`src/rtl/multicycle_ctrl_pkg.sv`:
```
// ----------------------------------------------------------------------------
// multicycle_ctrl_pkg
//   Shared definitions for the multicycle controller and ALU control:
//   opcode constants, FSM state codes, alu_op / alu_src_b / pc_src encodings
//   and the packed control-word payload produced by the output decoder.
// ----------------------------------------------------------------------------
package multicycle_ctrl_pkg;

  // Default widths
  localparam int unsigned OP_W_DEF    = 6;
  localparam int unsigned STATE_W_DEF = 4;

  // Opcodes (instruction[31:26])
  localparam logic [5:0] OP_RTYPE = 6'b000000;
  localparam logic [5:0] OP_LW    = 6'b100011;
  localparam logic [5:0] OP_SW    = 6'b101011;
  localparam logic [5:0] OP_BEQ   = 6'b000100;
  localparam logic [5:0] OP_ADDI  = 6'b001000;
  localparam logic [5:0] OP_J     = 6'b000010;

  // ALU control request
  typedef enum logic [1:0] {
    ALU_ADD   = 2'b00,
    ALU_SUB   = 2'b01,
    ALU_FUNCT = 2'b10,
    ALU_ADDI  = 2'b11
  } alu_op_e;

  // ALU B-operand select
  localparam logic [1:0] SRCB_REG     = 2'b00;
  localparam logic [1:0] SRCB_FOUR    = 2'b01;
  localparam logic [1:0] SRCB_IMM     = 2'b10;
  localparam logic [1:0] SRCB_IMM_SH2 = 2'b11;

  // PC source select
  localparam logic [1:0] PCSRC_ALU    = 2'b00;
  localparam logic [1:0] PCSRC_ALUOUT = 2'b01;
  localparam logic [1:0] PCSRC_JUMP   = 2'b10;

  // FSM state codes (13..15 unused)
  typedef enum logic [3:0] {
    S_FETCH   = 4'd0,
    S_DECODE  = 4'd1,
    S_MEMADR  = 4'd2,
    S_MEMRD   = 4'd3,
    S_MEMWB   = 4'd4,
    S_MEMWR   = 4'd5,
    S_EXEC    = 4'd6,
    S_ALUWB   = 4'd7,
    S_BRANCH  = 4'd8,
    S_ADDIEX  = 4'd9,
    S_ADDIWB  = 4'd10,
    S_JUMP    = 4'd11,
    S_ILLEGAL = 4'd12
  } state_e;

  // Datapath control word
  typedef struct packed {
    logic       pc_write;
    logic       pc_write_cond;
    logic       i_or_d;
    logic       mem_read;
    logic       mem_write;
    logic       ir_write;
    logic       mem_to_reg;
    logic       reg_dst;
    logic       reg_write;
    logic       alu_src_a;
    logic [1:0] alu_src_b;
    alu_op_e    alu_op;
    logic [1:0] pc_src;
    logic       illegal_op;
  } ctrl_t;

  localparam ctrl_t CTRL_IDLE = '0;

endpackage

```
`src/rtl/multicycle_ctrl_if.sv`:
```
// ----------------------------------------------------------------------------
// multicycle_ctrl_if
//   Controller <-> datapath bundle.
//   master : controller side (consumes opcode/mem_ready, drives controls)
//   slave  : datapath side   (drives opcode/mem_ready, consumes controls)
//   Signals: opcode, mem_ready, pc_write, pc_write_cond, i_or_d, mem_read,
//            mem_write, ir_write, mem_to_reg, reg_dst, reg_write, alu_src_a,
//            alu_src_b[1:0], alu_op[1:0], pc_src[1:0], state, illegal_op.
// ----------------------------------------------------------------------------
interface multicycle_ctrl_if
  import multicycle_ctrl_pkg::*;
#(
  parameter int unsigned OP_W    = OP_W_DEF,
  parameter int unsigned STATE_W = STATE_W_DEF
) ();

  logic [OP_W-1:0]    opcode;
  logic               mem_ready;
  logic               pc_write;
  logic               pc_write_cond;
  logic               i_or_d;
  logic               mem_read;
  logic               mem_write;
  logic               ir_write;
  logic               mem_to_reg;
  logic               reg_dst;
  logic               reg_write;
  logic               alu_src_a;
  logic [1:0]         alu_src_b;
  logic [1:0]         alu_op;
  logic [1:0]         pc_src;
  logic [STATE_W-1:0] state;
  logic               illegal_op;

  modport master (
    input  opcode, mem_ready,
    output pc_write, pc_write_cond, i_or_d, mem_read, mem_write, ir_write,
           mem_to_reg, reg_dst, reg_write, alu_src_a, alu_src_b, alu_op,
           pc_src, state, illegal_op
  );

  modport slave (
    output opcode, mem_ready,
    input  pc_write, pc_write_cond, i_or_d, mem_read, mem_write, ir_write,
           mem_to_reg, reg_dst, reg_write, alu_src_a, alu_src_b, alu_op,
           pc_src, state, illegal_op
  );

endinterface

```
`src/rtl/multicycle_ctrl_outdec.sv`:
```
// ----------------------------------------------------------------------------
// multicycle_ctrl_outdec
//   Decodes the current FSM state into the datapath control word.
//   Ports:
//     state_i     in   current state
//     mem_ready_i in   memory handshake (only qualifies the fetch writes)
//     ctrl_c      out  control word (combinational)
// ----------------------------------------------------------------------------
module multicycle_ctrl_outdec
  import multicycle_ctrl_pkg::*;
(
  input  state_e state_i,
  input  logic   mem_ready_i,
  output ctrl_t  ctrl_c
);

  // State -> control word; anything not set stays 0
  always_comb begin
    ctrl_c = CTRL_IDLE;
    case (state_i)
      S_FETCH: begin
        ctrl_c.mem_read  = 1'b1;
        ctrl_c.alu_src_b = SRCB_FOUR;
        ctrl_c.alu_op    = ALU_ADD;
        ctrl_c.pc_src    = PCSRC_ALU;
        // IR load and PC+4 only commit once the instruction word arrives
        ctrl_c.ir_write  = mem_ready_i;
        ctrl_c.pc_write  = mem_ready_i;
      end
      S_DECODE: begin
        // Precompute branch target while the register file is read
        ctrl_c.alu_src_b = SRCB_IMM_SH2;
        ctrl_c.alu_op    = ALU_ADD;
      end
      S_MEMADR: begin
        ctrl_c.alu_src_a = 1'b1;
        ctrl_c.alu_src_b = SRCB_IMM;
        ctrl_c.alu_op    = ALU_ADD;
      end
      S_MEMRD: begin
        ctrl_c.mem_read = 1'b1;
        ctrl_c.i_or_d   = 1'b1;
      end
      S_MEMWB: begin
        ctrl_c.reg_write  = 1'b1;
        ctrl_c.mem_to_reg = 1'b1;
        ctrl_c.reg_dst    = 1'b0;
      end
      S_MEMWR: begin
        ctrl_c.mem_write = 1'b1;
        ctrl_c.i_or_d    = 1'b1;
      end
      S_EXEC: begin
        ctrl_c.alu_src_a = 1'b1;
        ctrl_c.alu_src_b = SRCB_REG;
        ctrl_c.alu_op    = ALU_FUNCT;
      end
      S_ALUWB: begin
        ctrl_c.reg_write = 1'b1;
        ctrl_c.reg_dst   = 1'b1;
      end
      S_BRANCH: begin
        ctrl_c.alu_src_a     = 1'b1;
        ctrl_c.alu_src_b     = SRCB_REG;
        ctrl_c.alu_op        = ALU_SUB;
        ctrl_c.pc_write_cond = 1'b1;
        ctrl_c.pc_src        = PCSRC_ALUOUT;
      end
      S_ADDIEX: begin
        ctrl_c.alu_src_a = 1'b1;
        ctrl_c.alu_src_b = SRCB_IMM;
        ctrl_c.alu_op    = ALU_ADDI;
      end
      S_ADDIWB: begin
        ctrl_c.reg_write = 1'b1;
        ctrl_c.reg_dst   = 1'b0;
      end
      S_JUMP: begin
        ctrl_c.pc_write = 1'b1;
        ctrl_c.pc_src   = PCSRC_JUMP;
      end
      S_ILLEGAL: begin
        // State lasts exactly one cycle, so this is a single pulse
        ctrl_c.illegal_op = 1'b1;
      end
      default: ctrl_c = CTRL_IDLE;
    endcase
  end

endmodule

```
`src/rtl/multicycle_ctrl.sv`:
```
// ----------------------------------------------------------------------------
// multicycle_ctrl
//   Moore-style main controller for a multicycle MIPS-subset datapath
//   (R-type, lw, sw, beq, addi, j). Next-state logic lives here; control
//   outputs are decoded from the current state by multicycle_ctrl_outdec.
//   Ports:
//     clk    in      clock, rising edge
//     reset  in      asynchronous active-high reset, returns to FETCH
//     bus    master  opcode/mem_ready in, datapath controls + debug state out
// ----------------------------------------------------------------------------
module multicycle_ctrl
  import multicycle_ctrl_pkg::*;
#(
  parameter int unsigned OP_W    = OP_W_DEF,
  parameter int unsigned STATE_W = STATE_W_DEF
) (
  input  logic              clk,
  input  logic              reset,
  multicycle_ctrl_if.master bus
);

  state_e          state_q;
  state_e          state_d;
  logic [OP_W-1:0] opcode;
  ctrl_t           ctrl_dec_c;
  ctrl_t           ctrl;

  assign opcode = bus.opcode;

  // Next state; opcode is only looked at in DECODE and MEMADR
  always_comb begin
    state_d = state_q;
    case (state_q)
      S_FETCH: begin
        if (bus.mem_ready) state_d = S_DECODE;
      end
      S_DECODE: begin
        case (opcode)
          OP_W'(OP_RTYPE): state_d = S_EXEC;
          OP_W'(OP_LW),
          OP_W'(OP_SW):    state_d = S_MEMADR;
          OP_W'(OP_BEQ):   state_d = S_BRANCH;
          OP_W'(OP_ADDI):  state_d = S_ADDIEX;
          OP_W'(OP_J):     state_d = S_JUMP;
          default:         state_d = S_ILLEGAL;
        endcase
      end
      S_MEMADR: begin
        state_d = (opcode == OP_W'(OP_SW)) ? S_MEMWR : S_MEMRD;
      end
      S_MEMRD: begin
        if (bus.mem_ready) state_d = S_MEMWB;
      end
      S_MEMWR: begin
        if (bus.mem_ready) state_d = S_FETCH;
      end
      S_EXEC:   state_d = S_ALUWB;
      S_ADDIEX: state_d = S_ADDIWB;
      // MEMWB, ALUWB, ADDIWB, BRANCH, JUMP, ILLEGAL and unused codes
      default:  state_d = S_FETCH;
    endcase
  end

  // State register
  always_ff @(posedge clk or posedge reset) begin
    if (reset) state_q <= S_FETCH;
    else       state_q <= state_d;
  end

  multicycle_ctrl_outdec u_outdec (
    .state_i     (state_q),
    .mem_ready_i (bus.mem_ready),
    .ctrl_c      (ctrl_dec_c)
  );

  // FETCH is the reset state but must not drive its controls while held
  // in reset, so the decoded word is squashed for the duration of reset.
  assign ctrl = reset ? CTRL_IDLE : ctrl_dec_c;

  assign bus.pc_write      = ctrl.pc_write;
  assign bus.pc_write_cond = ctrl.pc_write_cond;
  assign bus.i_or_d        = ctrl.i_or_d;
  assign bus.mem_read      = ctrl.mem_read;
  assign bus.mem_write     = ctrl.mem_write;
  assign bus.ir_write      = ctrl.ir_write;
  assign bus.mem_to_reg    = ctrl.mem_to_reg;
  assign bus.reg_dst       = ctrl.reg_dst;
  assign bus.reg_write     = ctrl.reg_write;
  assign bus.alu_src_a     = ctrl.alu_src_a;
  assign bus.alu_src_b     = ctrl.alu_src_b;
  assign bus.alu_op        = ctrl.alu_op;
  assign bus.pc_src        = ctrl.pc_src;
  assign bus.illegal_op    = ctrl.illegal_op;
  assign bus.state         = STATE_W'(state_q);

endmodule

```
`src/flat_wrapper.sv`:
```
// flat-port wrapper written by rule: the top's interface ports become plain ports
module multicycle_ctrl_flat import multicycle_ctrl_pkg::*;
#(
  parameter int unsigned OP_W    = OP_W_DEF,
  parameter int unsigned STATE_W = STATE_W_DEF
)
  (clk, reset, bus_opcode, bus_mem_ready, bus_pc_write, bus_pc_write_cond, bus_i_or_d, bus_mem_read, bus_mem_write, bus_ir_write, bus_mem_to_reg, bus_reg_dst, bus_reg_write, bus_alu_src_a, bus_alu_src_b, bus_alu_op, bus_pc_src, bus_state, bus_illegal_op);
  multicycle_ctrl_if #(.OP_W(OP_W), .STATE_W(STATE_W)) bus_i ();
  input  logic clk;
  input  logic reset;
  input wire logic [$bits(bus_i.opcode)-1:0] bus_opcode;
  input wire logic [$bits(bus_i.mem_ready)-1:0] bus_mem_ready;
  output wire logic [$bits(bus_i.pc_write)-1:0] bus_pc_write;
  output wire logic [$bits(bus_i.pc_write_cond)-1:0] bus_pc_write_cond;
  output wire logic [$bits(bus_i.i_or_d)-1:0] bus_i_or_d;
  output wire logic [$bits(bus_i.mem_read)-1:0] bus_mem_read;
  output wire logic [$bits(bus_i.mem_write)-1:0] bus_mem_write;
  output wire logic [$bits(bus_i.ir_write)-1:0] bus_ir_write;
  output wire logic [$bits(bus_i.mem_to_reg)-1:0] bus_mem_to_reg;
  output wire logic [$bits(bus_i.reg_dst)-1:0] bus_reg_dst;
  output wire logic [$bits(bus_i.reg_write)-1:0] bus_reg_write;
  output wire logic [$bits(bus_i.alu_src_a)-1:0] bus_alu_src_a;
  output wire logic [$bits(bus_i.alu_src_b)-1:0] bus_alu_src_b;
  output wire logic [$bits(bus_i.alu_op)-1:0] bus_alu_op;
  output wire logic [$bits(bus_i.pc_src)-1:0] bus_pc_src;
  output wire logic [$bits(bus_i.state)-1:0] bus_state;
  output wire logic [$bits(bus_i.illegal_op)-1:0] bus_illegal_op;
  assign bus_i.opcode = bus_opcode;
  assign bus_i.mem_ready = bus_mem_ready;
  assign bus_pc_write = bus_i.pc_write;
  assign bus_pc_write_cond = bus_i.pc_write_cond;
  assign bus_i_or_d = bus_i.i_or_d;
  assign bus_mem_read = bus_i.mem_read;
  assign bus_mem_write = bus_i.mem_write;
  assign bus_ir_write = bus_i.ir_write;
  assign bus_mem_to_reg = bus_i.mem_to_reg;
  assign bus_reg_dst = bus_i.reg_dst;
  assign bus_reg_write = bus_i.reg_write;
  assign bus_alu_src_a = bus_i.alu_src_a;
  assign bus_alu_src_b = bus_i.alu_src_b;
  assign bus_alu_op = bus_i.alu_op;
  assign bus_pc_src = bus_i.pc_src;
  assign bus_state = bus_i.state;
  assign bus_illegal_op = bus_i.illegal_op;
  multicycle_ctrl #(.OP_W(OP_W), .STATE_W(STATE_W)) u_core (.clk(clk), .reset(reset), .bus(bus_i));
endmodule
```
`config.mk`:
```
export PLATFORM = sky130hd
export DESIGN_NAME = multicycle_ctrl_flat
export DESIGN_NICKNAME = d
export VERILOG_FILES = /design/src/rtl/multicycle_ctrl_pkg.sv /design/src/rtl/multicycle_ctrl_if.sv /design/src/rtl/multicycle_ctrl_outdec.sv /design/src/rtl/multicycle_ctrl.sv /design/src/flat_wrapper.sv
export SDC_FILE = /design/constraint.sdc
export NUM_CORES = 1
export LEC_CHECK = 0
export BUFFER_PORTS_ARGS = -buffer_cell sky130_fd_sc_hd__buf_2
export CAP_MARGIN = 30
export CELL_PAD_IN_SITES_DETAIL_PLACEMENT = 0
export CELL_PAD_IN_SITES_GLOBAL_PLACEMENT = 2
export CORE_MARGIN = 2
export CORE_UTILIZATION = 24
export DETAILED_ROUTE_END_ITERATION = 10
export GPL_TIMING_DRIVEN = 0
export PLACE_DENSITY_LB_ADDON = 0.25
export REMOVE_ABC_BUFFERS = 1
export SLEW_MARGIN = 30
export SYNTH_ARGS = -nofsm -noshare
export SYNTH_HDL_FRONTEND = slang
export SYNTH_SLANG_ARGS = --single-unit
```
`constraint.sdc`:
```
create_clock -name clk -period 2.05 [get_ports clk]
set_input_delay 0.1025 -clock clk [delete_from_list [all_inputs] [get_ports clk]]
set_output_delay 0.1025 -clock clk [all_outputs]
set_load 0.05 [all_outputs]
```
==> flow_metrics.py, run 1 <==
metrics = {
    "run_status": {
        "run_status": "finished, final reports clean",
    },
    "worst_setup_path": {
        "cp.depth": 5,
        "crit_start": "u_core.bus.state[2]$_DFFE_PP0P_",
        "r2r-start": "u_core.bus.state[2]$_DFFE_PP0P_",
        "slowest_stage": "dfrtp_1",
        "crit_path_start_kind": "flop",
        "max_stage_delay_ns": 0.64,
        "cp-end-kind": "output port",
        "cp_max_fo": 16,
        "cp.arrival_ns": 1.77,
        "reg2reg_depth": 4,
        "crit_end": "bus_reg_write",
        "cp_top_family": "flip-flops",
        "worst_ep_required_time_ns": 1.95,
        "r2r_slack_ns": 0.62,
        "crit_chain": "and2b_1, mux2i_1, o22a_1, nor2_1, buf_2",
        "path_buf_inv": 1,
        "critical_path_class": "reg2out",
        "r2r-end": "u_core.bus.state[0]$_DFFE_PP0P_",
    },
    "die": {
        "start_util_pct": 24.9,
        "core_region_area_um2": 2430,
        "die_width_um": 54.2,
        "rows": 18,
        "ios": 30,
        "die-area_um2": 2940,
        "die_h_um": 54.2,
    },
    "yosys": {
        "netlist-cell-type-count": 38,
        "yosysTopAreaCellShare_pct": 16.5,
        "synth_seq_cells": 4,
        "synthCells": 84,
        "synth_edf_count": 0,
        "avgSynthCellArea_um2": 7.21,
        "synthFlopType": "dfrtp_1",
        "synth_warnings": 0,
        "ys_seq_area_share_pct": 16.5,
        "synth_area_leader_cell": "dfrtp_1",
        "async_flop_share_pct": 100,
        "synth_area_leaders": "dfrtp_1, a21oi_1, nor3_1",
        "synth_area_um2": 606,
    },
    "sta": {
        "tns_ns": 0,
        "skew_ns": 0.00167,
        "hold_ws_ns": 0.201,
        "finalCritPeriodShare_pct": 91.5,
        "drv_slew": 0,
        "worst_pin_slew_ns": 0.572,
        "fin_crit_ns": 1.88,
        "rsz0062_at_grt": "no",
        "fmax_mhz": 533,
        "slew_headroom_pct": 61.9,
        "finalHoldViolations": 0,
        "setup_viol": 0,
    },
    "finish": {
        "finalNonFillerCells": 139,
        "postLayoutCellArea_um2": 768,
        "final_layout_size_suffix_gt1_share_pct": 37.6,
        "fillers": 294,
        "fin_nets": 120,
        "largest_reg_flops": 4,
        "antenna_cells": 0,
        "syn2layout_area_growth_pct": 26.9,
    },
    "place": {
        "dp_cells": 135,
        "place_area_um2": 734,
        "io_buffers": 29,
        "gp_congestion": 0.722,
        "hpwl_um": 1350,
    },
    "detailed_routing": {
        "drt-total-wl_um": 1770,
        "drcViolationCount": 0,
        "detailroute.via_count": 709,
        "detail_route.wl_per_cell_um": 12.7,
        "first_iter_violations": 19,
        "dr.pass1.iters": 4,
        "vias_per_cell": 5.10,
        "antenna_violating_nets_post_route": 0,
    },
    "global_route": {
        "antenna_found_initial": 0,
        "gr-usage-all-layers_pct": 13.0,
        "grt_max_degree": 18,
        "grt_pass1_vias": 582,
        "grt_pass1_wl_um": 2770,
        "grt.overflow.total": 0,
    },
    "cts": {
        "cts_inserted_buffers": 3,
        "ctsLongestPathBuffers": 2,
        "cts_setup_buffers": 0,
        "path_clk_slew_ns": 0.04,
        "tritoncts": "built",
        "cts_sinks": 4,
        "cts-root-buf": "clkbuf_4",
        "insertion_delay_ns": 0.23,
        "h-tree-depth": 1,
    },
    "power_and_ir_drop": {
        "finalPower_mw": 1.24,
        "max-vdd-ir-drop_v": 0.000671,
        "p_per_area_nw_per_um2": 1610,
        "leakage_nw": 0.358,
    },
    "hold_path": {
        "min_from": "bus_opcode[4]",
        "hold_path_class": "in2reg",
        "holdPathStages": 3,
    },
    "run": {
        "cap_violations": 0,
    },
}
==> cell type report <==
cell class / instances / area, µm² / area share [%]
clock buffer: 3 / 22.5 / 2.93
inverter: 4 / 15.0 / 1.95
multi-input combinational: 68 / 437 / 56.8
sequential: 4 / 101 / 13.2
tap: 30 / 37.5 / 4.89
timing repair buffer: 30 / 155 / 20.2
==> through the flow <==
stage	setup WS, ns	utilization, %
after global placement	0.367	30.2
final	0.175	31.6
after CTS	0.144	31.5
after floorplan	-1.11	-
after detailed placement	0.397	30.2
after global routing	0.0116	31.6
==> routing by layer <==
| metal | vias up | part of all wire, % | track usage, % |
|---|---|---|---|
| met5 | - | 0 | 0 |
| met4 | 0 | 1.1 | 5.00 |
| met3 | 2 | 5.7 | 1.91 |
| met2 | 20 | 47 | 21.7 |
| met1 | 330 | 46 | 16.7 |
| li1 | 357 | - | - |
==> cell usage in the layout, fill, tap and decap left out, types with 2 or more instances in the layout <==
cell and count:
a211oi_1 3, a21oi_1 6, a31oi_1 2, and3_1 3, buf_2 29, clkbuf_4 3
dfrtp_1 3, inv_1 3, mux2i_1 2, nand2_1 7, nand2b_1 2, nand3_1 5
nor2_1 6, nor3_1 6, o22a_1 3, o31ai_1 2, xor2_1 2
==> worst reg2reg max path, cell delays in order, from the launching register on <==
cell and delay, ns:
dfrtp_1 0.64, and2b_1 0.28, a21oi_1 0.09, o22a_1 0.20, a21oi_1 0.14
==> how the worst min path moves through the flow <==
stage,to,slack [ns]
2_1_floorplan,u_core.bus.state[0]$_DFFE_PP0P_,-0.11
3_3_place_gp,u_core.bus.state[3]$_DFFE_PP0P_,0.13
3_5_place_dp,u_core.bus.state[0]$_DFFE_PP0P_,0.13
4_1_cts,u_core.bus.state[3]$_DFFE_PP0P_,0.20
5_1_grt,u_core.bus.state[3]$_DFFE_PP0P_,0.23
6_report,u_core.bus.state[3]$_DFFE_PP0P_,0.20
==> repair_timing <==
item / 4_1_cts / 5_1_grt
hold buffers: 1 / 0
endpoints found under the setup margin: 0 / 1
gates resized for setup: 0 / 1
hold endpoints to repair: 4 / 0
==> Yosys cell counts (2+ instances only) <==
cell,count
nand2b_1,2
xor2_1,2
nand2_1,7
buf_4,3
a211oi_1,3
dfrtp_1,4
nand3_1,5
o31ai_1,2
a21oi_1,6
a31oi_1,2
o22a_1,3
nor3_1,6
inv_1,3
buf_2,4
mux2i_1,2
nor2_1,6
and3_1,3
==> power breakdown <==
| group | leakage, nW | switching (mW) | internal (mW) |
|---|---|---|---|
| sequential | 0.0508 | 0.149 | 0.115 |
| clock | 0.0138 | 0.0305 | 0.0654 |
| combinational | 0.293 | 0.623 | 0.254 |
==> kinds of logic (layout without fill, tap and decap cells) <==
group                    after synthesis  after routing  synth area share [%]
flip-flops                             4              4                  16.5
AO/OA/AOI/OAI                         23             23                  28.1
XOR/XNOR                               2              2                  2.89
AND/OR/NAND/NOR                       40             40                  36.0
buffers and inverters                 12             37                  11.4
multiplexers                           2              2                  3.31
adder cells (fa/ha/maj)                1              1                  1.86
(Power assumes the default switching activity.)
==> run 2, diff against run 1 <==
Settings changed: REMOVE_ABC_BUFFERS 1 to not set.
==> run 2 against run 1 <==
Register-to-register slack gained 0.15 ns. Global-route usage grew 0.27 points. Sequential share of layout area shrank 1.4 points. First-iteration DRC count shrank 37%. Largest cell class unchanged.
==> flow_metrics.py, run 2 (synthesis gave the netlist of run 1 again) <==
metrics = {
    "sta": {
        "finalHoldViolations": 0,
        "hold_ws_ns": 0.0325,
        "slew_headroom_pct": 80.8,
        "fmax_mhz": 562,
        "finalCritPeriodShare_pct": 86.8,
        "fin_crit_ns": 1.78,
        "tns_ns": 0,
        "setup_viol": 0,
        "rsz0062_at_grt": "no",
        "worst_pin_slew_ns": 0.287,
        "skew_ns": 0.00402,
        "drv_slew": 0,
    },
    "finish": {
        "syn2layout_area_growth_pct": 40.5,
        "final_cell_mix": "buf_2, nand2_1, a21oi_1, nor2_1, nand3_1",
        "final_common_cell": "buf_2",
        "largest_reg_flops": 4,
        "final_layout_size_suffix_gt1_share_pct": 47.8,
        "antenna_cells": 0,
        "fin_nets": 126,
    },
    "cts": {
        "tritoncts": "built",
        "hold_buffers": 0,
        "cts_sinks": 4,
        "ctsLongestPathBuffers": 2,
        "cts-root-buf": "clkbuf_4",
        "h-tree-depth": 1,
        "cts_inserted_buffers": 3,
        "cts_setup_buffers": 0,
        "path_clk_slew_ns": 0.04,
        "cts_resized": 0,
        "insertion_delay_ns": 0.24,
    },
    "detailed_routing": {
        "drt-total-wl_um": 1860,
        "vias_per_cell": 4.92,
        "antenna_violating_nets_post_route": 0,
        "detailroute.via_count": 713,
        "drcViolationCount": 0,
        "detail_route.wl_per_cell_um": 12.8,
        "first_iter_violations": 12,
        "dr.pass1.iters": 4,
    },
    "die": {
        "rows": 18,
        "die-area_um2": 2940,
        "ios": 30,
        "die_width_um": 54.2,
        "die_h_um": 54.2,
        "core_region_area_um2": 2430,
        "start_util_pct": 24.9,
    },
    "worst_setup_path": {
        "r2r_slack_ns": 0.77,
        "crit_path_start_kind": "flop",
        "cp-end-kind": "output port",
        "worst_ep_required_time_ns": 1.95,
        "cp_max_fo": 10,
        "critical_path_class": "reg2out",
        "r2r-end": "u_core.bus.state[1]$_DFFE_PP0P_",
        "r2r-start": "u_core.bus.state[1]$_DFFE_PP0P_",
        "reg2reg_depth": 4,
        "cp.arrival_ns": 1.68,
    },
    "power_and_ir_drop": {
        "clkPwrFrac_pct": 7.1,
        "p_per_area_nw_per_um2": 1600,
        "p_comb_share_pct": 81.4,
        "p_seq_share_pct": 11.5,
        "intPower_uw": 496,
        "power_switching_uw": 861,
        "p_sw_share_pct": 63.4,
        "max-vdd-ir-drop_v": 0.000668,
        "leakage_nw": 0.405,
    },
    "run": {
        "cap_violations": 0,
    },
    "place": {
        "io_buffers": 28,
        "hpwl_um": 1480,
        "gp_congestion": 0.692,
    },
    "yosys": {
        "syn_nets": 93,
    },
    "run_status": {
        "run_status": "finished, final reports clean",
    },
    "global_route": {
        "gr-usage-all-layers_pct": 13.3,
        "grt.overflow.total": 0,
        "antenna_found_initial": 0,
        "grt_pass1_vias": 627,
        "grt_max_degree": 11,
        "grt_pass1_wl_um": 2810,
    },
    "hold_path": {
        "hold_path_class": "in2async",
    },
}
## run 2: worst max-delay path: stages (launching register included)
cell	delay, ns
dfrtp_1	0.45
buf_2	0.23
nor2_1	0.15
nand2_1	0.09
nor3_2	0.14
buf_4	0.13
buf_2	0.24
## run 2: routing by layer
metal / vias up / track usage (%) / share of wire (%) / wire length [µm]
met5: - / 0 / 0 / 0
met4: 0 / 5.00 / 0.75 / 14
met3: 2 / 1.64 / 4.4 / 81
met2: 19 / 23.3 / 48 / 900
met1: 319 / 16.4 / 46 / 860
li1: 373 / - / - / -
## run 2: final cells by class
class | count | area (µm²)
Tap cell | 30 | 37.5
Inverter | 4 | 15.0
Clock buffer | 3 | 22.5
Buffer | 8 | 53.8
Multi-Input combinational cell | 68 | 482
Timing Repair Buffer | 28 | 140
Fill cell | 283 | 1580
Sequential cell | 4 | 100
## run 2: power by group through the flow
| stage | sequential [mW] | clock [mW] | combinational [mW] |
|---|---|---|---|
| 2_1_floorplan | 0.264 | 0 | 0.766 |
| 6_report | 0.156 | 0.0963 | 1.11 |
| 4_1_cts | 0.155 | 0.0972 | 1.11 |
| 3_5_place_dp | 0.156 | 0 | 1.11 |
| 5_1_grt | 0.159 | 0.112 | 1.19 |
| 3_3_place_gp | 0.156 | 0 | 1.11 |
## run 2: how the worst max path moves through the flow
stage	start	end	cells after the start
6_report	u_core.bus.state[2]$_DFFE_PP0P_	bus_pc_src[0]	6
2_1_floorplan	u_core.bus.state[3]$_DFFE_PP0P_	bus_pc_src[0]	5
4_1_cts	u_core.bus.state[2]$_DFFE_PP0P_	bus_pc_src[0]	6
3_5_place_dp	u_core.bus.state[2]$_DFFE_PP0P_	bus_pc_src[0]	6
5_1_grt	u_core.bus.state[2]$_DFFE_PP0P_	bus_pc_src[0]	6
3_3_place_gp	u_core.bus.state[2]$_DFFE_PP0P_	bus_pc_src[0]	6
## run 2: per-stage QoR
step	setup slack, ns	cells	power (mW)	util [%]	cell area, µm²
3_3_place_gp	0.539	142	1.27	34.1	828
5_1_grt	0.149	145	1.46	35.0	851
2_1_floorplan	-0.186	84	1.03	-	651
4_1_cts	0.276	145	1.36	35.0	851
6_report	0.271	145	1.36	35.0	851
3_5_place_dp	0.533	142	1.26	34.1	828
